**src/rtl/tnn_popcount_accumulator_if.sv**
```systemverilog
// Handshake bundle between the popcount unit, the accumulator and the activation consumer.
interface tnn_popcount_accumulator_if #(
    parameter int ACC_W = 7
);
    logic             in_valid;
    logic             in_ready;
    logic [3:0]       in_pop;
    logic [ACC_W-1:0] thr_lo;
    logic [ACC_W-1:0] thr_hi;
    logic             out_valid;
    logic             out_ready;
    logic [1:0]       out_trit;
    logic [ACC_W-1:0] out_sum;

    modport master (
        output in_valid, in_pop, thr_lo, thr_hi, out_ready,
        input  in_ready, out_valid, out_trit, out_sum
    );

    modport slave (
        input  in_valid, in_pop, thr_lo, thr_hi, out_ready,
        output in_ready, out_valid, out_trit, out_sum
    );
endinterface

```
**src/rtl/tnn_popcount_accumulator.sv**
```systemverilog
// Purpose: accumulate CHUNKS popcount beats into a saturated neuron sum, threshold to a trit.
// Latency: out_valid rises one cycle after the final beat is accepted.
// Backpressure: in_ready is low while a result is held; it returns the cycle after the output handshake.
module tnn_popcount_accumulator #(
    parameter int CHUNKS = 8,
    parameter int ACC_W  = 7
) (
    input  logic                       clk,
    input  logic                       rst,
    tnn_popcount_accumulator_if.slave  bus
);
    localparam int               CNT_W   = $clog2(CHUNKS);
    localparam int               SUM_W   = ACC_W + 1;
    localparam logic [ACC_W-1:0] ACC_MAX = '1;
    localparam logic [CNT_W-1:0] LAST    = CNT_W'(CHUNKS - 1);

    typedef enum logic {
        ACCUM = 1'b0,
        HOLD  = 1'b1
    } state_t;

    state_t           state_q, state_d;
    logic [ACC_W-1:0] acc_q;
    logic [CNT_W-1:0] cnt_q;
    logic [ACC_W-1:0] thr_lo_q, thr_hi_q;
    logic [ACC_W-1:0] sum_q;
    logic [1:0]       trit_q;

    logic             beat;
    logic             last_beat;
    logic [SUM_W-1:0] sum_wide;
    logic [ACC_W-1:0] sum_sat;
    logic [1:0]       trit_d;

    always_comb begin
        beat      = bus.in_valid && (state_q == ACCUM);
        last_beat = beat && (cnt_q == LAST);

        // One spare bit catches the carry so saturation never wraps.
        sum_wide = {1'b0, acc_q} + SUM_W'(bus.in_pop);
        sum_sat  = sum_wide[ACC_W] ? ACC_MAX : sum_wide[ACC_W-1:0];

        // +1 wins when thresholds are inverted.
        trit_d = 2'b00;
        if (sum_sat > thr_hi_q) begin
            trit_d = 2'b01;
        end else if (sum_sat < thr_lo_q) begin
            trit_d = 2'b11;
        end

        state_d = state_q;
        case (state_q)
            ACCUM:   if (last_beat) state_d = HOLD;
            HOLD:    if (bus.out_ready) state_d = ACCUM;
            default: state_d = ACCUM;
        endcase
    end

    always_ff @(posedge clk) begin
        if (rst) begin
            state_q  <= ACCUM;
            acc_q    <= '0;
            cnt_q    <= '0;
            thr_lo_q <= '0;
            thr_hi_q <= '0;
            sum_q    <= '0;
            trit_q   <= 2'b00;
        end else begin
            state_q <= state_d;
            if (beat) begin
                if (cnt_q == '0) begin
                    thr_lo_q <= bus.thr_lo;
                    thr_hi_q <= bus.thr_hi;
                end
                if (last_beat) begin
                    acc_q  <= '0;
                    cnt_q  <= '0;
                    sum_q  <= sum_sat;
                    trit_q <= trit_d;
                end else begin
                    acc_q <= sum_sat;
                    cnt_q <= cnt_q + CNT_W'(1);
                end
            end
        end
    end

    // The state flop is a single bit, so both handshake outputs come straight off a register.
    assign bus.in_ready  = (state_q == ACCUM);
    assign bus.out_valid = (state_q == HOLD);
    assign bus.out_sum   = sum_q;
    assign bus.out_trit  = trit_q;
endmodule

```
**src/flat_wrapper.sv**
```systemverilog
// flat-port wrapper written by rule: the top's interface ports become plain ports
module tnn_popcount_accumulator_flat 
#(
    parameter int CHUNKS = 8,
    parameter int ACC_W  = 7
)
  (clk, rst, bus_in_valid, bus_in_pop, bus_thr_lo, bus_thr_hi, bus_out_ready, bus_in_ready, bus_out_valid, bus_out_trit, bus_out_sum);
  tnn_popcount_accumulator_if #(.ACC_W(ACC_W)) bus_i ();
  input  logic clk;
  input  logic rst;
  input wire logic [$bits(bus_i.in_valid)-1:0] bus_in_valid;
  input wire logic [$bits(bus_i.in_pop)-1:0] bus_in_pop;
  input wire logic [$bits(bus_i.thr_lo)-1:0] bus_thr_lo;
  input wire logic [$bits(bus_i.thr_hi)-1:0] bus_thr_hi;
  input wire logic [$bits(bus_i.out_ready)-1:0] bus_out_ready;
  output wire logic [$bits(bus_i.in_ready)-1:0] bus_in_ready;
  output wire logic [$bits(bus_i.out_valid)-1:0] bus_out_valid;
  output wire logic [$bits(bus_i.out_trit)-1:0] bus_out_trit;
  output wire logic [$bits(bus_i.out_sum)-1:0] bus_out_sum;
  assign bus_i.in_valid = bus_in_valid;
  assign bus_i.in_pop = bus_in_pop;
  assign bus_i.thr_lo = bus_thr_lo;
  assign bus_i.thr_hi = bus_thr_hi;
  assign bus_i.out_ready = bus_out_ready;
  assign bus_in_ready = bus_i.in_ready;
  assign bus_out_valid = bus_i.out_valid;
  assign bus_out_trit = bus_i.out_trit;
  assign bus_out_sum = bus_i.out_sum;
  tnn_popcount_accumulator #(.CHUNKS(CHUNKS), .ACC_W(ACC_W)) u_core (.clk(clk), .rst(rst), .bus(bus_i));
endmodule
```
**config.mk**
```make
export PLATFORM = sky130hd
export DESIGN_NAME = tnn_popcount_accumulator_flat
export DESIGN_NICKNAME = d
export VERILOG_FILES = /design/src/rtl/tnn_popcount_accumulator_if.sv /design/src/rtl/tnn_popcount_accumulator.sv /design/src/flat_wrapper.sv
export SDC_FILE = /design/constraint.sdc
export NUM_CORES = 1
export LEC_CHECK = 0
export ABC_AREA = 1
export BUFFER_PORTS_ARGS = -buffer_cell sky130_fd_sc_hd__buf_2
export CAP_MARGIN = 10
export CORE_ASPECT_RATIO = 0.75
export CORE_UTILIZATION = 35
export CTS_CLUSTER_DIAMETER = 40
export CTS_CLUSTER_SIZE = 14
export DETAILED_ROUTE_END_ITERATION = 8
export PLACE_DENSITY = 0.65
export SYNTH_ARGS = -nofsm -noshare
export SYNTH_HDL_FRONTEND = slang
export SYNTH_SLANG_ARGS = --single-unit
```
**constraint.sdc**
```tcl
create_clock -name clk -period 2.33 [get_ports clk]
set_input_delay 0.1165 -clock clk [delete_from_list [all_inputs] [get_ports clk]]
set_output_delay 0.1165 -clock clk [all_outputs]
set_load 0.1 [all_outputs]
```
==> metrics, run 1 <==
row count=22; Vias=1653; Post-Syn Area=1826 um^2; worst path cell trace=ha_4 > fa_2 > nand3_2 > nand2_2 > nand2_2 > nor3_1 > nor2_1 > nand2_2 > ha_4 > nand2_4 > nor2_4 > nand4_1 > a21oi_2 > buf_4 > a21oi_1; Switch Pwr=479.4 uW; register area share after synthesis=37.29%; Synth async-reset ratio=0%; Max Cap Viol=0; Slew @ Worst Pin=646.5 ps; sw frac=30.98%; top post-synthesis cells by area=dfxtp_1, ha_1, a21oi_1, nand2_1, o21ai_0; Net Count, Synth=279; relative slew slack=56.85%; post-place setup slack=-171.6 ps; hold path depth=3; share of layout cells above drive strength 1=33.10%; Reg2Reg Depth=15; Hold Buf Count CTS=0; most common cell in the synthesized netlist=nand2_1; antenna fix cells=0; fin worst setup slack=-126.1 ps; critical path type=flop to flop; Hold WC Path Type=input pin to flop; DR iter-0 viols=71; largest net degree at the start of global routing=27; cell mode on critical path=nand2_2; drt drc=0; endpoint type of the worst setup path=flop; Pwr Density=642.1 nW/um^2; initial antenna violation count=0; first-pass GRT wire length=7396 um; Synth Instances=236; DR pass1 iterations=4; Reg power frac=41.0%; vias in the first global route=1623; Total GRT Usage=17.41%; Final setup viols=2; DPL Wire Length=3221 um; Setup Skew=5.097 ps; Sink Count=34; IO buf count=32; Synth top cells by count=nand2_1, dfxtp_1, inv_1, a21oi_1, o21ai_0; synthesized area per cell=7.735 um^2; clock latency on the worst-skew pair=290 ps; GR Overflow Total=0; Post-synth EDFFs=0; Peak Freq=407.1 MHz; vias per inst=4.723; CP Buf/Inv Count=1; Slew Viols, Final=0; Layout area overhead=32.01%; clk buf depth=2; Worst Path Max Fanout=3; Worst EP required=2510 ps; H-Tree Depth=2; yosys warns=0; violated checks=setup timing; P_int=1.068 mW; Gate power share=30.0%; Stages on worst setup path=15; Die Span Y=64.55 um; RD Place Congestion=0.9160; Fin. Hold Viols=0; Worst path max stage delay=410 ps; CORE AREA=4955 um^2; Main synth FF type=dfxtp_1; routed wire length=4383 um; Nets=332; CTS tree=built; critical path's slowest cell=fa_2; clock share of power=29.0%; Die W=85.39 um; final setup TNS=-234.2 ps; Starting Density=36.84%; wire per inst=12.52 um; period utilization=105.4%; CP delay by family, top=adder cells; startpoint types=flop; CTS Buf Count=5; Peak supply drop=401.2 uV; status=complete, but fails checks; die area=5512 um^2; RSZ-0062 raised after global routing=true; Synth cell types=30; I/O pins=33; Tmin final=2456 ps; Root Driver=clkbuf_8; Critical Path AT=2640 ps; Routed Antenna Nets=0; clock slew at reported path FFs=70 ps; Synth area leader=dfxtp_1; Seq cells post-synth=34; post-synth top area share=37.29%; Pleak=1.143 nW
[metrics by stage]
stage	total power [mW]	util, %	hold slack, ps	instances	instance area [um^2]
3_3_place_gp	1.032	43.31	344.5	338	2146
5_1_grt	1.653	48.64	70.33	350	2410
2_1_floorplan	0.8990	-	251.4	236	1833
6_report	1.547	48.64	48.12	350	2410
4_1_cts	1.528	47.20	42.09	348	2338
3_5_place_dp	1.041	43.31	345.2	338	2146
[per-layer routing]
layer | global-route usage, % | up-vias | share of wire, %
li1 | - | 881 | -
met1 | 23.97 | 733 | 54
met2 | 26.01 | 32 | 40
met3 | 4.076 | 7 | 5.0
met4 | 7.500 | 0 | 1.5
met5 | 0 | - | 0
[cells by family (layout without fill, tap and decap cells)]
| kind of cell | Yosys count | count (layout) | share of synthesized area (%) |
|---|---|---|---|
| buf+inv | 38 | 92 | 8.910 |
| flops | 34 | 34 | 37.29 |
| simple gates | 74 | 74 | 18.23 |
| fa+ha+maj | 21 | 21 | 14.80 |
| compound gates | 66 | 66 | 19.33 |
| xor+xnor | 3 | 3 | 1.440 |
[state kept, by name (all words and copies together), names as in the netlist]
| register | count |
|---|---|
| u_core.acc_q | 7 |
| u_core.bus.out_sum | 7 |
| u_core.bus.out_trit | 2 |
| u_core.bus.out_valid | 1 |
| u_core.cnt_q | 3 |
| u_core.thr_hi_q | 7 |
| u_core.thr_lo_q | 7 |
[cells in the final DEF, fill, tap and decap left out, drive strengths merged]
cell      netlist  final
clkinvlp        0      1
and2            1      1
xor2            1      1
fa              1      1
ha             20     20
xnor2           2      2
a21o            1      1
a21oi          32     32
o21ai          26     26
inv            32     31
or2             4      4
a31oi           1      1
nand4           2      2
nor3            2      2
nand3           6      6
clkbuf          3      7
o21bai          4      4
clkinv          0      1
nand2          43     43
dfxtp          34     34
buf             3     52
a211oi          1      1
nor2           16     16
o211ai          1      1
[final timing paths]
kind | startpoint | endpoint | slack, ps
max reg2reg | u_core.acc_q[0] | u_core.bus.out_trit[0] | -130
max | u_core.acc_q[0] | u_core.bus.out_trit[0] | -130
min | bus_thr_lo[0] | u_core.thr_lo_q[0] | 50
min reg2reg | u_core.thr_lo_q[1] | u_core.thr_lo_q[1] | 460
[final cells by class]
type                            count  area [um^2]
Timing Repair Buffer               52        310.3
Multi-Input combinational cell    164         1121
Fill cell                         513         2545
Sequential cell                    34        688.2
Tap cell                           60        75.07
Inverter                           32        123.9
Clock buffer                        7        86.33
Clock inverter                      1        5.005
[tightest hold or removal path, cell delays in order]
cell and delay, ps:
buf_2 70, nor2_1 30, nor2_1 80
[power by group through the flow]
stage / logic (mW) / registers [mW] / clock network [mW]
6_report: 0.464 / 0.635 / 0.449
5_1_grt: 0.522 / 0.639 / 0.492
4_1_cts: 0.430 / 0.634 / 0.465
3_5_place_dp: 0.395 / 0.645 / 0
3_3_place_gp: 0.388 / 0.645 / 0
2_1_floorplan: 0.255 / 0.644 / 0
[repair_timing]
action                                  in CTS  in global routing
endpoints found under the setup margin       2                  2
gates resized for setup                     16                 14
pin swaps                                   14                 10
setup buffers                                2                  2
(Power assumes the default switching activity.)
==> run 2, diff against run 1 <==
==> constraint.sdc (replaced) <==
create_clock -name clk -period 2.33 [get_ports clk]
set_input_delay 0.5825 -clock clk [delete_from_list [all_inputs] [get_ports clk]]
set_output_delay 0.5825 -clock clk [all_outputs]
set_load 0.1 [all_outputs]
==> run 2 against run 1 <==
  * The flow still finishes with violations (setup timing)
  * Largest cell class unchanged
  * Highest routed layer unchanged
  * Hold slack improved by 420 ps
  * Total power rose by 18%
  * Via count grew 4.5%
  * Register-to-register slack better by 70 ps
  * Count of clock-buffer cells in the layout is 1 lower
  * Largest power group is now clock
  * Fmax is 1.6% higher
  * Sequential power barely moved
==> metrics, run 2 (synthesis gave the netlist of run 1 again) <==
grt peak-use layer=met2; Starting Density=36.84%; critical path type=input pin to flop; vias in the first global route=1704; IO buf count=32; Sink Count=34; endpoint type of the worst setup path=flop; GR Overflow Total=0; CTS tree=built; H-Tree Depth=2; Vias=1728; Setup Skew=8.141 ps; Slew Viols, Final=0; CP startpoint=bus_in_pop[2]; final setup TNS=-86.46 ps; Layout area overhead=43.66%; vias per inst=4.840; Worst EP required=2560 ps; Total GRT Usage=18.87%; Die W=85.39 um; RD Place Congestion=0.8479; r2r startpoint=u_core.acc_q[2]; CORE AREA=4955 um^2; Non-Filler Instances=357; met3 usage=4.331%; Pwr Density=697.2 nW/um^2; Worst path max stage delay=290 ps; Max Cap Viol=0; die area=5512 um^2; wire per inst=13.37 um; Die Span Y=64.55 um; Worst Path Max Fanout=3; status=complete, but fails checks; Hold WC Path Type=flop to flop; CTS Buf Count=5; Slew @ Worst Pin=691.9 ps; Final setup viols=1; Fin Hold WS=470.8 ps; Peak Freq=413.8 MHz; routed wire length=4773 um; antenna fix cells=0; period utilization=103.7%; clock latency on the worst-skew pair=300 ps; clk buf depth=2; RSZ-0062 raised after global routing=true; share of layout cells above drive strength 1=38.72%; Root Driver=clkbuf_8; dpl cells=343; Core Util, Final=52.93%; worst path cell trace=buf_2 > ha_4 > or2_4 > and2_4 > xor2_1 > or2_4 > ha_4 > nand2_1 > nor2_2 > nand4_1 > a21oi_2 > nand3_1 > a21oi_2; fin worst setup slack=-86.46 ps; startpoint types=input pin; relative slew slack=53.82%; most common cell after layout, fill and taps aside=nand2_1; Nets=339; I/O pins=33; drt drc=0; DPL Wire Length=3408 um; Hold Buf Count CTS=0; Critical Path AT=2650 ps; initial antenna violation count=0; Tmin final=2416 ps; met2 Use GR=31.05%; Peak supply drop=300.3 uV; Pleak=1.231 nW; row count=22; Fin. Hold Viols=0; largest net degree at the start of global routing=27; Routed Antenna Nets=0; violated checks=setup timing; first-pass GRT wire length=7886 um; min-delay src=u_core.thr_lo_q[1]; M1 GR Usage=24.77%; critical path's slowest cell=or2_4; post-place setup slack=-526.3 ps; DR pass1 iterations=5; clock slew at reported path FFs=80 ps; CP Buf/Inv Count=1; commonest cells after routing, fill and taps aside=nand2_1, dfxtp_1, inv_1; DR iter-0 viols=80; CP delay by family, top=simple AND/OR/NAND/NOR gates
[run 2: changes by cell type in the layout (fill, tap and decap cells not counted), sizes merged]
cell    change
buf         +7
bufinv      +2
clkbuf      -1
clkinv      -1
[run 2: final timing paths]
kind	to	slack, ps	cells after the start
setup / recovery	u_core.bus.out_trit[1]	-90	13
hold / removal	u_core.thr_lo_q[1]	470	2
setup reg to reg	u_core.bus.out_trit[1]	-60	12
hold reg to reg	u_core.thr_lo_q[1]	470	2
[run 2: per-layer routing]
layer | routed length [um] | up-vias
met5 | 0 | -
met4 | 58 | 0
met3 | 243 | 6
met1 | 2346 | 787
li1 | - | 895
met2 | 2125 | 40
[run 2: report_power, final]
part | internal [mW] | leakage (nW) | switching, mW
Combinational | 0.234 | 0.880 | 0.269
Clock | 0.456 | 0.0714 | 0.232
Sequential | 0.617 | 0.279 | 0.0197
[run 2: worst reg2reg max path, cell delays in order (launching register included)]
cell     delay (ps)
dfxtp_2         350
ha_4            240
or2_4           240
and2_4          150
xor2_1          140
or2_4           290
ha_4            270
nand2_1          50
nor2_2          120
nand4_1         100
a21oi_2         150
nand3_1         110
a21oi_2         130
[run 2: area by class of cell]
cell class                      instances  area (um^2)
Tap cell                               60        75.07
Multi-Input combinational cell        164         1209
Clock inverter                          2        60.06
Timing Repair Buffer                   59        386.6
Clock buffer                            6        82.58
Sequential cell                        34        685.7
Fill cell                             455         2332
Inverter                               32        123.9
[run 2: what timing repair did]
action / CTS / global route
pin swaps: 20 / 9
setup buffers: 4 / 2
setup endpoints to repair: 2 / 2
gates resized for setup: 18 / 16
[run 2: stage by stage]
stage | cell area [um^2] | power (mW)
6_report | 2623 | 1.828
5_1_grt | 2623 | 1.927
4_1_cts | 2542 | 1.811
3_5_place_dp | 2255 | 1.068
3_3_place_gp | 2255 | 1.052
2_1_floorplan | 1904 | 0.9165
==> run 3, diff against run 2 <==
--- a/config.mk
+++ b/config.mk
@@ -13,6 +13,7 @@
 export CTS_CLUSTER_DIAMETER = 40
 export CTS_CLUSTER_SIZE = 14
 export DETAILED_ROUTE_END_ITERATION = 8
+export MAX_ROUTING_LAYER = met4
 export PLACE_DENSITY = 0.65
 export SYNTH_ARGS = -nofsm -noshare
 export SYNTH_HDL_FRONTEND = slang
==> constraint.sdc (replaced) <==
create_clock -name clk -period 2.33 [get_ports clk]
set_input_delay 0.5825 -clock clk [delete_from_list [all_inputs] [get_ports clk]]
set_output_delay 0.5825 -clock clk [all_outputs]
set_load 0.005 [all_outputs]
==> run 3 against run 2 <==
  * The flow still finishes with violations (setup timing)
  * Final cell count rose by 1.7%
  * Wire length rose by 1.3%
  * Sequential cell count did not move
  * Global-route usage fell by 0.28 points
  * Final area barely moved
  * Register-to-register slack got worse by 140 ps
  * Combinational power rose by 11%
  * Clock skew fell by 4.1 ps
  * Total power fell by 8.9%
  * Critical endpoint unchanged
==> metrics, run 3 (synthesis gave the netlist of run 1 again) <==
row count=22; DR iter-0 viols=66; relative slew slack=60.91%; Peak supply drop=297.7 uV; I/O pins=33; Slew @ Worst Pin=585.7 ps; Critical Path AT=2800 ps; r2r startpoint=u_core.acc_q[2]; Non-Filler Instances=363; Pwr Density=634.4 nW/um^2; die area=5512 um^2; CORE AREA=4955 um^2; RD Place Congestion=0.8776; Pleak=1.229 nW; hold path depth=2; antenna fix cells=0; routed wire length=4834 um; Worst EP required=2570 ps; critical path's slowest cell=ha_4; reg-to-reg slack, setup=-200 ps; drt drc=0; CTS Buf Count=5; min-delay src=u_core.thr_lo_q[5]; clock latency on the worst-skew pair=300 ps; startpoint types=input pin; CTS tree=built; CP startpoint=bus_in_pop[2]; initial antenna violation count=0; most common cell after layout, fill and taps aside=nand2_1; H-Tree Depth=2; DR pass1 iterations=4; Die Span Y=64.55 um; Slew Viols, Final=0; vias in the first global route=1610; CP delay by family, top=simple AND/OR/NAND/NOR gates; Fin. Hold Viols=0; critical path type=input pin to flop; GR Overflow Total=0; Die W=85.39 um; reg-to-reg endpoint=u_core.bus.out_trit[1]; Fin Hold WS=467.5 ps; period utilization=109.9%; status=complete, but fails checks; fin worst setup slack=-229.8 ps; Setup Skew=4.057 ps; RSZ-0062 raised after global routing=true; post-place setup slack=-473.9 ps; Total GRT Usage=18.58%; Final setup viols=2; dpl cells=344; Peak Freq=390.7 MHz; CP Buf/Inv Count=1; Vias=1757; Layout area overhead=43.80%; Reg2Reg Depth=14; commonest cells after routing, fill and taps aside=nand2_1, inv_1, dfxtp_1; violated checks=setup timing; Worst path max stage delay=300 ps; wire per inst=13.32 um; largest net degree at the start of global routing=27; endpoint type of the worst setup path=flop; IO buf count=32; Worst Path Max Fanout=3; Sink Count=34; share of layout cells above drive strength 1=39.27%; Tmin final=2560 ps; DPL Wire Length=3289 um; first-pass GRT wire length=7534 um; clock slew at reported path FFs=70 ps; Routed Antenna Nets=0; Root Driver=clkbuf_8; Starting Density=36.84%; Hold WC Path Type=flop to flop; Max Cap Viol=0; vias per inst=4.840; clk buf depth=2; worst hold endpoint=u_core.thr_lo_q[5]; Nets=345; worst path cell trace=buf_2 > ha_4 > or2_4 > and2_4 > a21oi_4 > nor2_2 > nor2_2 > nand2_2 > ha_4 > nand2_4 > nor2_4 > nand4_1 > a21oi_2 > nand3_2 > a21oi_2
==> run 3: where the power goes <==
| part | total [mW] | internal (mW) | leakage, nW | switching, mW |
|---|---|---|---|---|
| clock network | 0.472 | 0.237 | 0.0472 | 0.235 |
| registers | 0.637 | 0.618 | 0.279 | 0.0193 |
| logic | 0.556 | 0.269 | 0.903 | 0.286 |
==> run 3: metrics by stage <==
step,instance area [um^2],TNS [ps],utilization (%),power [mW]
4_1_cts,2475,-76.52,49.95,1.571
6_report,2625,-431.3,52.98,1.665
5_1_grt,2625,-544.9,52.98,1.772
3_3_place_gp,2255,-785.3,45.51,1.062
2_1_floorplan,1897,-272.1,-,0.9154
3_5_place_dp,2255,-866.1,45.51,1.069
==> run 3: how the worst max path moves through the flow <==
stage | end | depth (start not counted)
finish | u_core.bus.out_trit[1] | 15
global route | u_core.bus.out_trit[1] | 15
CTS | u_core.bus.out_trit[1] | 16
detailed placement | u_core.bus.out_trit[1] | 16
global placement | u_core.bus.out_trit[1] | 14
floorplan | u_core.bus.out_trit[1] | 14
==> run 3: what timing repair did <==
| action | CTS | global route |
|---|---|---|
| hold buffers | 0 | 0 |
| cloned | 0 | 0 |
| pin swaps | 19 | 19 |
| endpoints found under the setup margin | 2 | 2 |
| setup buffers | 6 | 5 |
| gates resized for setup | 14 | 22 |
==> run 3: area by class of cell <==
| class | count | area [um^2] |
|---|---|---|
| clock inverter | 2 | 12.51 |
| inverter | 32 | 120.1 |
| clock buffer | 6 | 82.58 |
| timing repair buffer | 65 | 427.9 |
| fill | 467 | 2330 |
| sequential | 34 | 683.2 |
| multi-input combinational | 164 | 1224 |
| tap | 60 | 75.07 |
==> run 3: worst reg2reg max path: stages, from the launching register on <==
cell	delay, ps
dfxtp_2	340
ha_4	240
or2_4	230
and2_4	170
a21oi_4	130
nor2_2	50
nor2_2	150
nand2_2	120
ha_4	300
nand2_4	50
nor2_4	120
nand4_1	120
a21oi_2	190
nand3_2	120
a21oi_2	150
==> run 3: routing by layer <==
layer / global-route usage [%] / part of all wire (%) / wire, um
met5: - / 0 / 0
met4: 5.000 / 1.7 / 83
met3: 5.860 / 4.2 / 205
met2: 28.02 / 45 / 2192
met1: 24.14 / 49 / 2353
